--- src/rtl/digit_entry.sv ---
// Four-digit BCD guess entry from switches and push-buttons, feeding checkInput.userInt.
// Define DIGIT_ENTRY_DEBOUNCE_EN to insert a counter debouncer on both buttons.

module digit_entry_btn #(
    parameter int DB_CYCLES = 500000,
    parameter int DB_CNT_W  = 20
) (
    input  logic clk,
    input  logic rst,
    input  logic i_raw,
    output logic o_press
);

    logic r_sync1;
    logic r_sync2;
    logic r_prev;
    logic w_level;

    always_ff @(posedge clk or negedge rst) begin
        if (!rst) begin
            r_sync1 <= 1'b0;
            r_sync2 <= 1'b0;
        end else begin
            r_sync1 <= i_raw;
            r_sync2 <= r_sync1;
        end
    end

`ifdef DIGIT_ENTRY_DEBOUNCE_EN
    logic                r_db;
    logic [DB_CNT_W-1:0] r_cnt;

    // The debounced level only follows the synchroniser after DB_CYCLES
    // consecutive disagreeing samples; any agreement restarts the count.
    always_ff @(posedge clk or negedge rst) begin
        if (!rst) begin
            r_db  <= 1'b0;
            r_cnt <= '0;
        end else if (r_sync2 == r_db) begin
            r_cnt <= '0;
        end else if (r_cnt == DB_CNT_W'(DB_CYCLES - 1)) begin
            r_db  <= r_sync2;
            r_cnt <= '0;
        end else begin
            r_cnt <= r_cnt + 1'b1;
        end
    end

    assign w_level = r_db;
`else
    assign w_level = r_sync2;
`endif

    always_ff @(posedge clk or negedge rst) begin
        if (!rst) begin
            r_prev <= 1'b0;
        end else begin
            r_prev <= w_level;
        end
    end

    assign o_press = w_level & ~r_prev;

endmodule

module digit_entry #(
    parameter int DB_CYCLES = 500000,
    parameter int DB_CNT_W  = 20
) (
    input  logic        clk,
    input  logic        rst,
    input  logic        start,
    input  logic [3:0]  sw,
    input  logic        btn_enter,
    input  logic        btn_del,
    output logic [15:0] userInt,
    output logic [2:0]  digit_cnt,
    output logic        entering,
    output logic        entry_done,
    output logic        invalid
);

    typedef enum logic [1:0] {
        S_IDLE,
        S_ENTRY,
        S_DONE
    } state_t;

    state_t      r_state;
    state_t      w_nextState;
    logic [15:0] w_nextUser;
    logic [2:0]  w_nextCnt;
    logic        w_nextDone;
    logic        w_nextInvalid;
    logic        w_pressEnter;
    logic        w_pressDel;
    logic [1:0]  w_nib;
    logic [1:0]  w_delNib;

    digit_entry_btn #(
        .DB_CYCLES (DB_CYCLES),
        .DB_CNT_W  (DB_CNT_W)
    ) u_btnEnter (
        .clk     (clk),
        .rst     (rst),
        .i_raw   (btn_enter),
        .o_press (w_pressEnter)
    );

    digit_entry_btn #(
        .DB_CYCLES (DB_CYCLES),
        .DB_CNT_W  (DB_CNT_W)
    ) u_btnDel (
        .clk     (clk),
        .rst     (rst),
        .i_raw   (btn_del),
        .o_press (w_pressDel)
    );

    assign w_nib    = digit_cnt[1:0];
    assign w_delNib = digit_cnt[1:0] - 2'd1;

    // Start always wins over buttons; simultaneous enter+del is treated as no press.
    always_comb begin
        w_nextState   = r_state;
        w_nextUser    = userInt;
        w_nextCnt     = digit_cnt;
        w_nextDone    = 1'b0;
        w_nextInvalid = 1'b0;
        case (r_state)
            S_IDLE: begin
                if (start) begin
                    w_nextState = S_ENTRY;
                    w_nextUser  = '0;
                    w_nextCnt   = '0;
                end
            end
            S_ENTRY: begin
                if (start) begin
                    w_nextUser = '0;
                    w_nextCnt  = '0;
                end else if (w_pressEnter && !w_pressDel) begin
                    if (sw <= 4'd9) begin
                        w_nextUser[{w_nib, 2'b00} +: 4] = sw;
                        w_nextCnt = digit_cnt + 3'd1;
                        if (digit_cnt == 3'd3) begin
                            w_nextDone  = 1'b1;
                            w_nextState = S_DONE;
                        end
                    end else begin
                        w_nextInvalid = 1'b1;
                    end
                end else if (w_pressDel && !w_pressEnter && digit_cnt != 3'd0) begin
                    w_nextUser[{w_delNib, 2'b00} +: 4] = 4'd0;
                    w_nextCnt = digit_cnt - 3'd1;
                end
            end
            S_DONE: begin
                if (start) begin
                    w_nextState = S_ENTRY;
                    w_nextUser  = '0;
                    w_nextCnt   = '0;
                end
            end
            default: begin
                w_nextState = S_IDLE;
                w_nextUser  = '0;
                w_nextCnt   = '0;
            end
        endcase
    end

    always_ff @(posedge clk or negedge rst) begin
        if (!rst) begin
            r_state    <= S_IDLE;
            userInt    <= '0;
            digit_cnt  <= '0;
            entering   <= 1'b0;
            entry_done <= 1'b0;
            invalid    <= 1'b0;
        end else begin
            r_state    <= w_nextState;
            userInt    <= w_nextUser;
            digit_cnt  <= w_nextCnt;
            entering   <= (w_nextState == S_ENTRY);
            entry_done <= w_nextDone;
            invalid    <= w_nextInvalid;
        end
    end

endmodule

--- config.mk ---
export PLATFORM = sky130hd
export DESIGN_NAME = digit_entry
export DESIGN_NICKNAME = d
export VERILOG_FILES = /design/src/rtl/digit_entry.sv
export SDC_FILE = /design/constraint.sdc
export NUM_CORES = 1
export LEC_CHECK = 0
export CAP_MARGIN = 5
export CORE_ASPECT_RATIO = 1.75
export CORE_MARGIN = 2
export CORE_UTILIZATION = 50
export DETAILED_ROUTE_END_ITERATION = 10
export GPL_ROUTABILITY_DRIVEN = 1
export PLACE_DENSITY = 0.8
export SETUP_SLACK_MARGIN = 0.5
export SLEW_MARGIN = 30
export SYNTH_ARGS = -nofsm -noshare
export SYNTH_HDL_FRONTEND = slang
export SYNTH_SLANG_ARGS = --single-unit
--- constraint.sdc ---
create_clock -name clk -period 2.5 [get_ports clk]
set_input_delay 0.5 -clock clk [delete_from_list [all_inputs] [get_ports clk]]
set_output_delay 0.5 -clock clk [all_outputs]
set_load 0.01 [all_outputs]
Yosys cells after proc, flatten, opt, wreduce, memory -nomap -nowiden. Cells that the tools add are included. W data, S select, Z words.

RAM bits: 0. Memories: 0. Output and inout bits: 22. Register bits after elaboration: 30. Bits in latches: 0. Input bits: 9. Memory bits (read-only): 0. Logic and storage cells: 71.

Divide/modulo/power cells: 0. $add $sub $neg: 5. Bitwise operators: 4. Equal/unequal tests: 7. Multiplexer cells: 29. Shift-type cells: 4. Reduce and logical (&&, ||, !) cells: 9. $lt $le $gt $ge: 1. Multipliers: 0.

Operators with widths (number): $mux W16 (5); $bwmux W16 (2); $pmux W16 S2 (1); $shift A4 B6 Y16 const A (2); $shiftx A4 B6 Y16 (1); $shiftx A4 B6 Y16 const A (1); $mux W3 (5); $neg A4 Y6 (2); $mux W2 (5); $mux W1 (9); $ne A4 B4 Y1 const B (2); $pmux W3 S2 (1); $eq A2 B1 Y1 const B (2); $le A4 B4 Y1 const B (1); $pmux W2 S2 (1); $add A3 B1 Y3 const B (1); $eq A3 B2 Y1 const B (1); $logic_and A1 B1 Y1 (3); $reduce_and A3 Y1 (1); $reduce_bool A3 Y1 (1); $sub A3 B1 Y3 const B (1); $and A1 B1 Y1 (2); $eq A2 B2 Y1 const B (1); $logic_not A1 Y1 (2); 5 further kinds (6).

Depth between registers and ports, before layout. Gate-level depths: netlist (run 1).

Depth in word-level cells: 9. Gate-level depth with buffers: 7. Depth with buffers taken out: 6.

Cells and area by module. From an unflattened synthesis (run 1), not the netlist that was laid out.

Cell total of the unflattened synthesis: 109. Area, all modules: 1435.1 um^2.

Modules (own cells, without submodules): digit_entry (cells each 101, area each 1257.5 um^2, sequential area each 600.6 um^2, times used 1); digit_entry_btn (cells each 4, area each 88.8 um^2, sequential area each 75.1 um^2, times used 2).

Least setup slack after synthesis (run 1). Ideal clock, no wire load.

Path kind: register to register. From: register u_btnDel.r_sync2. To: register digit_cnt[1]. Data required time: 2.431 ns. Buffers on the path: 1. Data arrival time: 1.748 ns. Period minus slack after synthesis: 1.817 ns. Cell stages (with the launch flop): 8. Setup time: 0.069 ns. Path slack: 0.683 ns. Path through: dfrtp_1 nor2b_1 clkbuf_1 nor2_1 fa_1 nor3_1 o21ai_0 nand3_1.

Cells in the longest elaborated chain, start to end: 6. Elaborated cells between the ends (all ways): 11. Those cells by class: 2 x eq/ne; 3 x mux; 1 x bitwise; 5 x reduce/logical.

Ends and longest elaborated chain: from (decl) (line 15) `logic r_sync2;`; from (signal assigned) (line 25) `r_sync2 <= r_sync1;`; $and A1 B1 Y1 (*) (line 62) `assign o_press = w_level & ~r_prev;`; $logic_not A1 Y1 (line 142) `end else if (w_pressEnter && !w_pressDel) begin`; $logic_and A1 B1 Y1 (line 142); $mux W3 (line 142); $mux W3 (line 139) `if (start) begin`; $pmux W3 S2 (line 130) `case (r_state)`; to (signal assigned) (line 184) `digit_cnt <= w_nextCnt;`; to (decl) (line 77) `output logic [2:0] digit_cnt,`.

Mark *: on every way between the ends. The rest lies on a longest branch, timed or not. A chain may end at the register's enable or synchronous reset.

Worst setup path after layout (run 1).
From: input sw[2]. To: register userInt[12].

Cells in the longest elaborated chain, start to end: 6. Elaborated cells between the ends (all ways): 9. Those cells by class: 1 x order compare; 1 x eq/ne; 1 x shift; 5 x mux; 1 x reduce/logical.

Ends and longest elaborated chain: from (decl) (line 73) `input logic [3:0] sw,`; $shiftx A4 B6 Y16 (line 144) `w_nextUser[{w_nib, 2'b00} +: 4] = sw;`; $bwmux W16 (line 144); $mux W16 (line 143) `if (sw <= 4'd9) begin`; $mux W16 (line 142); $mux W16 (line 139); $pmux W16 S2 (line 130); to (signal assigned) (line 183) `userInt <= w_nextUser;`; to (decl) (line 76) `output logic [15:0] userInt,`.

Parallel ways exist; a longest one is shown, timed or not. The select of a mux whose other input is x is not followed.

==> results by group, run 1 <==
Run status
  • Status: complete, no violations

Placed design
  • Gpl congestion: 0.920
  • DP Wirelength: 2840 um
  • Port Buf Inserts: 30

Clocking
  • Clock Pin Slew Worst Setup and Hold Paths: 0.06 ns
  • Post-CTS Setup Bufs: 0
  • # hold bufs at CTS: 0
  • Root buffer cell: clkbuf_8
  • H-Tree Depth: 2
  • Clock sinks: 30
  • Num CTS Buffers: 5
  • Clk_lat worst skew: 0.28 ns
  • CTS tree: yes
  • Clock Tree Buf Depth: 2

Yosys
  • Asr flop ratio synth: 1.00
  • Cells after synthesis: 149
  • Yosys Warn Count: 0
  • Most used DFF post-synth: dfrtp_1
  • Area leader, netlist: dfrtp_1
  • Synth top area share: 0.501
  • Synthesized flop and latch total: 30
  • Number of synthesized flops with an enable pin: 0
  • Synthesized Nets: 164
  • Register area share after synthesis: 0.501
  • Cells taking the most area after synthesis: dfrtp_1 50%, ha_1 4.2%, nand3_1 3.3%
  • Mapped cell area: 1500 sq um
  • Post-synthesis cell type count: 38
  • Avg Synthesized Cell Area: 10.1 sq um

Timing
  • Final Setup Violations: 0
  • Clock skew: 0.00813 ns
  • Final hold vios: 0
  • Max-Slew Margin vs Limit: 0.694
  • Max frequency: 0.514 GHz
  • RSZ-0062 raised after global routing: yes
  • Slew Limit Fails: 0
  • Total negative slack: 0 ns
  • Least-Margin Pin Slew: 0.459 ns
  • Final min period: 1.94 ns
  • Period utilization: 0.778

Min path
  • Hold/Removal Path Class: reg2reg

Worst setup path
  • Critical path peak fanout: 9
  • CP endpoint kind: register
  • WP data arrival: 2.12 ns
  • Req. time, crit path: 2.67 ns
  • CP Launch Type: input pin
  • WS Path Type: in2reg

Global route
  • Pin count of the biggest net entering global routing: 31
  • GRT Total Usage: 0.247
  • GR Overflow Total: 0
  • Global-route wire length before repair: 6220 um
  • Initial antenna violation count: 0
  • Vias in the first global route: 1,321

Detailed routing
  • DR WL/cell: 18.3 um
  • Antenna-violating nets left: 0
  • 1st-pass router iterations: 4
  • Drt drc: 0
  • Vias per cell: 6.33
  • Total wire length: 3870 um
  • DR vias: 1,335
  • First DRT Iteration DRCs: 45

Floorplanning
  • Row count: 26
  • Die W: 45.4 um
  • Starting density of the core: 0.518
  • Core area: 2900 sq um
  • Die Y: 76.4 um
  • Die Area: 3470 sq um
  • I/O pins: 31

Finish
  • Final core occ: 0.681
  • Share of cells above drive strength 1: 0.126
  • Ant diodes: 0
  • P&R area growth vs syn: 31.5%
  • Layout Nets: 199

Power and ir drop
  • Power per cell area: 545 nW/um^2
  • Peak VDD IR: 0.000384 V
  • Leak: 0.803 nW

Flow run
  • Max_cap viols: 0
[metrics by stage]
step	setup slack [ns]	total power, W	hold WS [ns]	std cells	instance area [sq um]
after global placement	0.0776	0.000686	0.332	205	1840
after CTS	0.512	0.00107	0.358	211	1950
after floorplan	0.683	0.000614	0.204	149	1500
after detailed placement	0.0450	0.000689	0.345	205	1840
after global routing	0.480	0.00112	0.360	211	1970
final	0.556	0.00107	0.353	211	1970
[routing by layer]
| metal | up-vias | track usage | part of all wire |
|---|---|---|---|
| met3 | 17 | 0.0616 | 0.043 |
| met1 | 648 | 0.277 | 0.37 |
| met2 | 53 | 0.396 | 0.55 |
| met4 | 0 | 0.150 | 0.035 |
| met5 | - | 0 | 0 |
| li1 | 617 | - | - |
[sequential cells by signal, indices dropped and copies added, names as in the netlist]
name and flops:
u_btnEnter.r_sync2 1, userInt 16, r_state 2, u_btnDel.r_sync2 1, digit_cnt 3, invalid 1, entering 1, u_btnEnter.r_prev 1
entry_done 1, u_btnDel.r_sync1 1, u_btnDel.r_prev 1, u_btnEnter.r_sync1 1
[synth_stat cells (2+ instances only)]
cell,n
nor2b_1,4
nand4_1,8
nor3b_1,2
clkbuf_1,3
nand2b_1,5
o2bb2ai_1,3
o22ai_1,6
o2111ai_1,2
nor3_1,4
buf_2,2
and3_1,4
nor4_1,2
ha_1,5
dfrtp_1,30
a22oi_1,3
inv_1,13
a22o_1,4
nor2_1,4
a21oi_1,3
a31oi_1,3
o21ai_0,7
and4_1,2
nand3_1,10
nand2_1,6
[worst max-delay path: stages]
cell and delay, ns:
clkdlybuf4s50_1 0.46, o21ai_2 0.34, and3_1 0.36, a21oi_1 0.19
a22o_1 0.27
[final timing paths]
check                                   start  cells past startpoint                 end  slack, ns
max reg2reg                      digit_cnt[1]                      6        digit_cnt[0]       0.63
max                                     sw[2]                      5         userInt[12]       0.56
min reg2reg                u_btnEnter.r_sync1                      0  u_btnEnter.r_sync2       0.35
min                        u_btnEnter.r_sync1                      0  u_btnEnter.r_sync2       0.35
max in group asynchronous                 rst                      2        digit_cnt[0]       1.59
min in group asynchronous                 rst                      2        digit_cnt[2]       0.60
[cells in the final DEF, fill, tap and decap left out, types with 3 or more instances in the layout]
cell type | Yosys | routed
clkdlybuf4s50_1 | 0 | 30
dfrtp_1 | 30 | 29
inv_1 | 13 | 12
nand3_1 | 10 | 10
nand4_1 | 8 | 8
nand2_1 | 6 | 6
o21ai_0 | 7 | 6
o22ai_1 | 6 | 6
clkbuf_8 | 0 | 6
nand2b_1 | 5 | 5
buf_4 | 1 | 5
nor2b_1 | 4 | 4
nor3_1 | 4 | 4
and3_1 | 4 | 4
a22o_1 | 4 | 4
ha_1 | 5 | 4
a21oi_1 | 3 | 3
a22oi_1 | 3 | 3
o2bb2ai_1 | 3 | 3
[cell families (layout without fill, tap and decap cells)]
logic type      Yosys count  count (layout)  synth area share
compound gates           36              36             0.166
fa+ha+maj                 6               6            0.0551
buf+inv                  20              54            0.0551
flops                    30              30             0.501
mux                       1               1           0.00751
simple gates             56              56             0.215
[what timing repair did]
item                                    CTS  global route
endpoints found under the setup margin    9            13
resized for setup                         5             7
pin swaps                                 0             0
[report_power, final]
group	internal [W]	switching (W)
Clock	0.000212	0.000167
Sequential	0.000499	0.0000173
Combinational	0.0000783	0.000102
Total	0.000789	0.000286
[cell type report]
type / count / area (sq um)
fill: 239 / 925
tap: 28 / 35.0
sequential: 30 / 752
clock buffer: 6 / 82.6
multi-input combinational: 99 / 714
inverter: 13 / 48.8
timing repair buffer: 35 / 338
Power figures use the tool's default switching activity.
==> run 2: changes to the inputs <==
==> constraint.sdc (replaced) <==
create_clock -name clk -period 2 [get_ports clk]
set_input_delay 0.4 -clock clk [delete_from_list [all_inputs] [get_ports clk]]
set_output_delay 0.4 -clock clk [all_outputs]
set_load 0.01 [all_outputs]
==> run 2 against run 1 <==
Compared with the run above: worst hold slack better by 0.00058 ns; highest routed layer unchanged; final cell count grew 17%; combinational power is 110% higher; sequential power up 24%; non-clock buffer count is 33 higher; first-iteration DRC count is 120% higher; via count increased by 17%; largest power group unchanged; worst setup slack got worse by 0.16 ns; routed wire length grew 30%; flip-flop and latch count stayed put.
==> results by group, run 2 (same netlist as run 1, synthesis figures left out) <==
Run status
  • Status: complete, no violations

Finish
  • Share of cells above drive strength 1: 0.413
  • Multi-input logic area: 882 sq um
  • Biggest register: userInt
  • Max FFs per register: 16
  • P&R area growth vs syn: 59.1%
  • Largest regs: userInt (16), digit_cnt (3), r_state (2)
  • Final core occ: 0.824
  • Layout Nets: 232
  • Most common cell after layout, fill and taps aside: buf_4
  • Reg area: 757 sq um
  • FILL cells: 175
  • Final instance area: 2380 sq um
  • Ant diodes: 0
  • Commonest cells after routing, fill and taps aside: 34 x buf_4, 25 x dfrtp_1, 24 x dlygate4sd2_1, 11 x inv_1, 8 x nand4_1

Clocking
  • H-Tree Depth: 2
  • # hold bufs at CTS: 0
  • Clock Pin Slew Worst Setup and Hold Paths: 0.07 ns
  • Num CTS Buffers: 5
  • Root buffer cell: clkbuf_8
  • Clock Tree Buf Depth: 2
  • CTS tree: yes
  • Clock sinks: 30
  • Clk_lat worst skew: 0.29 ns

Power and ir drop
  • Leak: 1.12 nW
  • Power per cell area: 637 nW/um^2
  • Peak VDD IR: 0.000579 V

Placed design
  • Gpl congestion: 0.894
  • Placed cell area: 1990 sq um
  • Dpl ws: 0.0414 ns
  • Port Buf Inserts: 30
  • DP Wirelength: 2830 um

Detailed routing
  • First DRT Iteration DRCs: 101
  • 1st-pass router iterations: 4
  • Total wire length: 5020 um
  • DR WL/cell: 20.4 um
  • Antenna-violating nets left: 0
  • Drt drc: 0
  • DR vias: 1,562
  • Vias per cell: 6.35

Timing
  • Final min period: 1.61 ns
  • Slew Limit Fails: 0
  • Final hold vios: 0
  • Max frequency: 0.622 GHz
  • Period utilization: 0.804
  • Final Setup Violations: 0
  • Worst setup margin: 0.392 ns
  • Clock skew: 0.0121 ns
  • Total negative slack: 0 ns
  • RSZ-0062 raised after global routing: yes
  • Least-Margin Pin Slew: 0.480 ns
  • Max-Slew Margin vs Limit: 0.677
  • Hold_ws: 0.353 ns

Worst setup path
  • Critical R2R Launch: u_btnDel.r_sync2
  • CP endpoint kind: register
  • WS Path Type: reg2reg
  • Critical path peak fanout: 4
  • R2R cell count: 6
  • R2r setup slk: 0.39 ns
  • Req. time, crit path: 2.17 ns
  • WP data arrival: 1.78 ns
  • Critical path origin: u_btnDel.r_sync2
  • CP Launch Type: register

Min path
  • Hold path depth: 0
  • Hold/Removal Path Class: reg2reg
  • HP Start: u_btnEnter.r_sync1

Global route
  • Initial antenna violation count: 0
  • Met1 usage: 0.298
  • GRT Total Usage: 0.275
  • GR Overflow Total: 0
  • Met3 Use GR: 0.0853
  • Global-route wire length before repair: 7040 um
  • Busiest grt layer: met2
  • Pin count of the biggest net entering global routing: 31
  • Met2 Usage GRT: 0.448
  • Vias in the first global route: 1,562

Flow run
  • Max_cap viols: 0

Floorplanning
  • Die Y: 76.4 um
  • Starting density of the core: 0.518
  • Row count: 26
  • Die Area: 3470 sq um
  • Die W: 45.4 um
  • Core area: 2900 sq um
  • I/O pins: 31
run 2: changes by cell type in the layout (fill, tap and decap cells not counted), sizes merged:
| cell | before | now |
|---|---|---|
| buf | 5 | 38 |
| clkbuf | 6 | 8 |
| clkdlybuf4s50 | 30 | 4 |
| dlygate4sd2 | 0 | 24 |
| clkinv | 0 | 1 |
| dlymetal6s2s | 0 | 1 |
run 2: cell type report:
class | count | share of cell area
Clock buffer | 7 | 0.0362
Clock inverter | 1 | 0.00210
Inverter | 13 | 0.0215
Multi-Input combinational cell | 99 | 0.370
Sequential cell | 30 | 0.317
Tap cell | 28 | 0.0147
Timing Repair Buffer | 68 | 0.238
run 2: what timing repair did:
item                       in CTS  in global routing
hold endpoints to repair        0                  0
gates resized for setup        48                 23
gates cloned                    0                  0
setup endpoints to repair      45                 23
pin swaps                       6                 14
setup buffers                  13                  8
run 2: worst paths after layout:
path                                       to
max                              digit_cnt[1]
min                        u_btnEnter.r_sync2
max reg2reg                      digit_cnt[1]
min reg2reg                u_btnEnter.r_sync2
max in group asynchronous          r_state[0]
min in group asynchronous          entry_done
run 2: where the power goes:
part           internal [W]  switching [W]
logic              0.000184       0.000196
clock network      0.000277       0.000223
registers          0.000624      0.0000154
run 2: worst max-delay path, stage by stage (launching register included):
cell,delay (ns)
dfrtp_1,0.41
nor2b_4,0.25
nor2_4,0.06
fa_2,0.54
nor3_2,0.04
o21ai_1,0.10
nand3_1,0.10
run 2: through the flow:
| step | std cells | total power [W] |
|---|---|---|
| finish | 246 | 0.00152 |
| global route | 246 | 0.00158 |
| CTS | 238 | 0.00146 |
| detailed placement | 217 | 0.000909 |
| global placement | 217 | 0.000905 |
| floorplan | 149 | 0.000805 |
run 2: per-layer routing:
layer | part of all wire | wire length, um | up-vias
met5 | 0 | 0 | -
met1 | 0.35 | 1770 | 770
met3 | 0.068 | 340 | 24
met2 | 0.54 | 2710 | 86
li1 | - | - | 682
met4 | 0.040 | 201 | 0
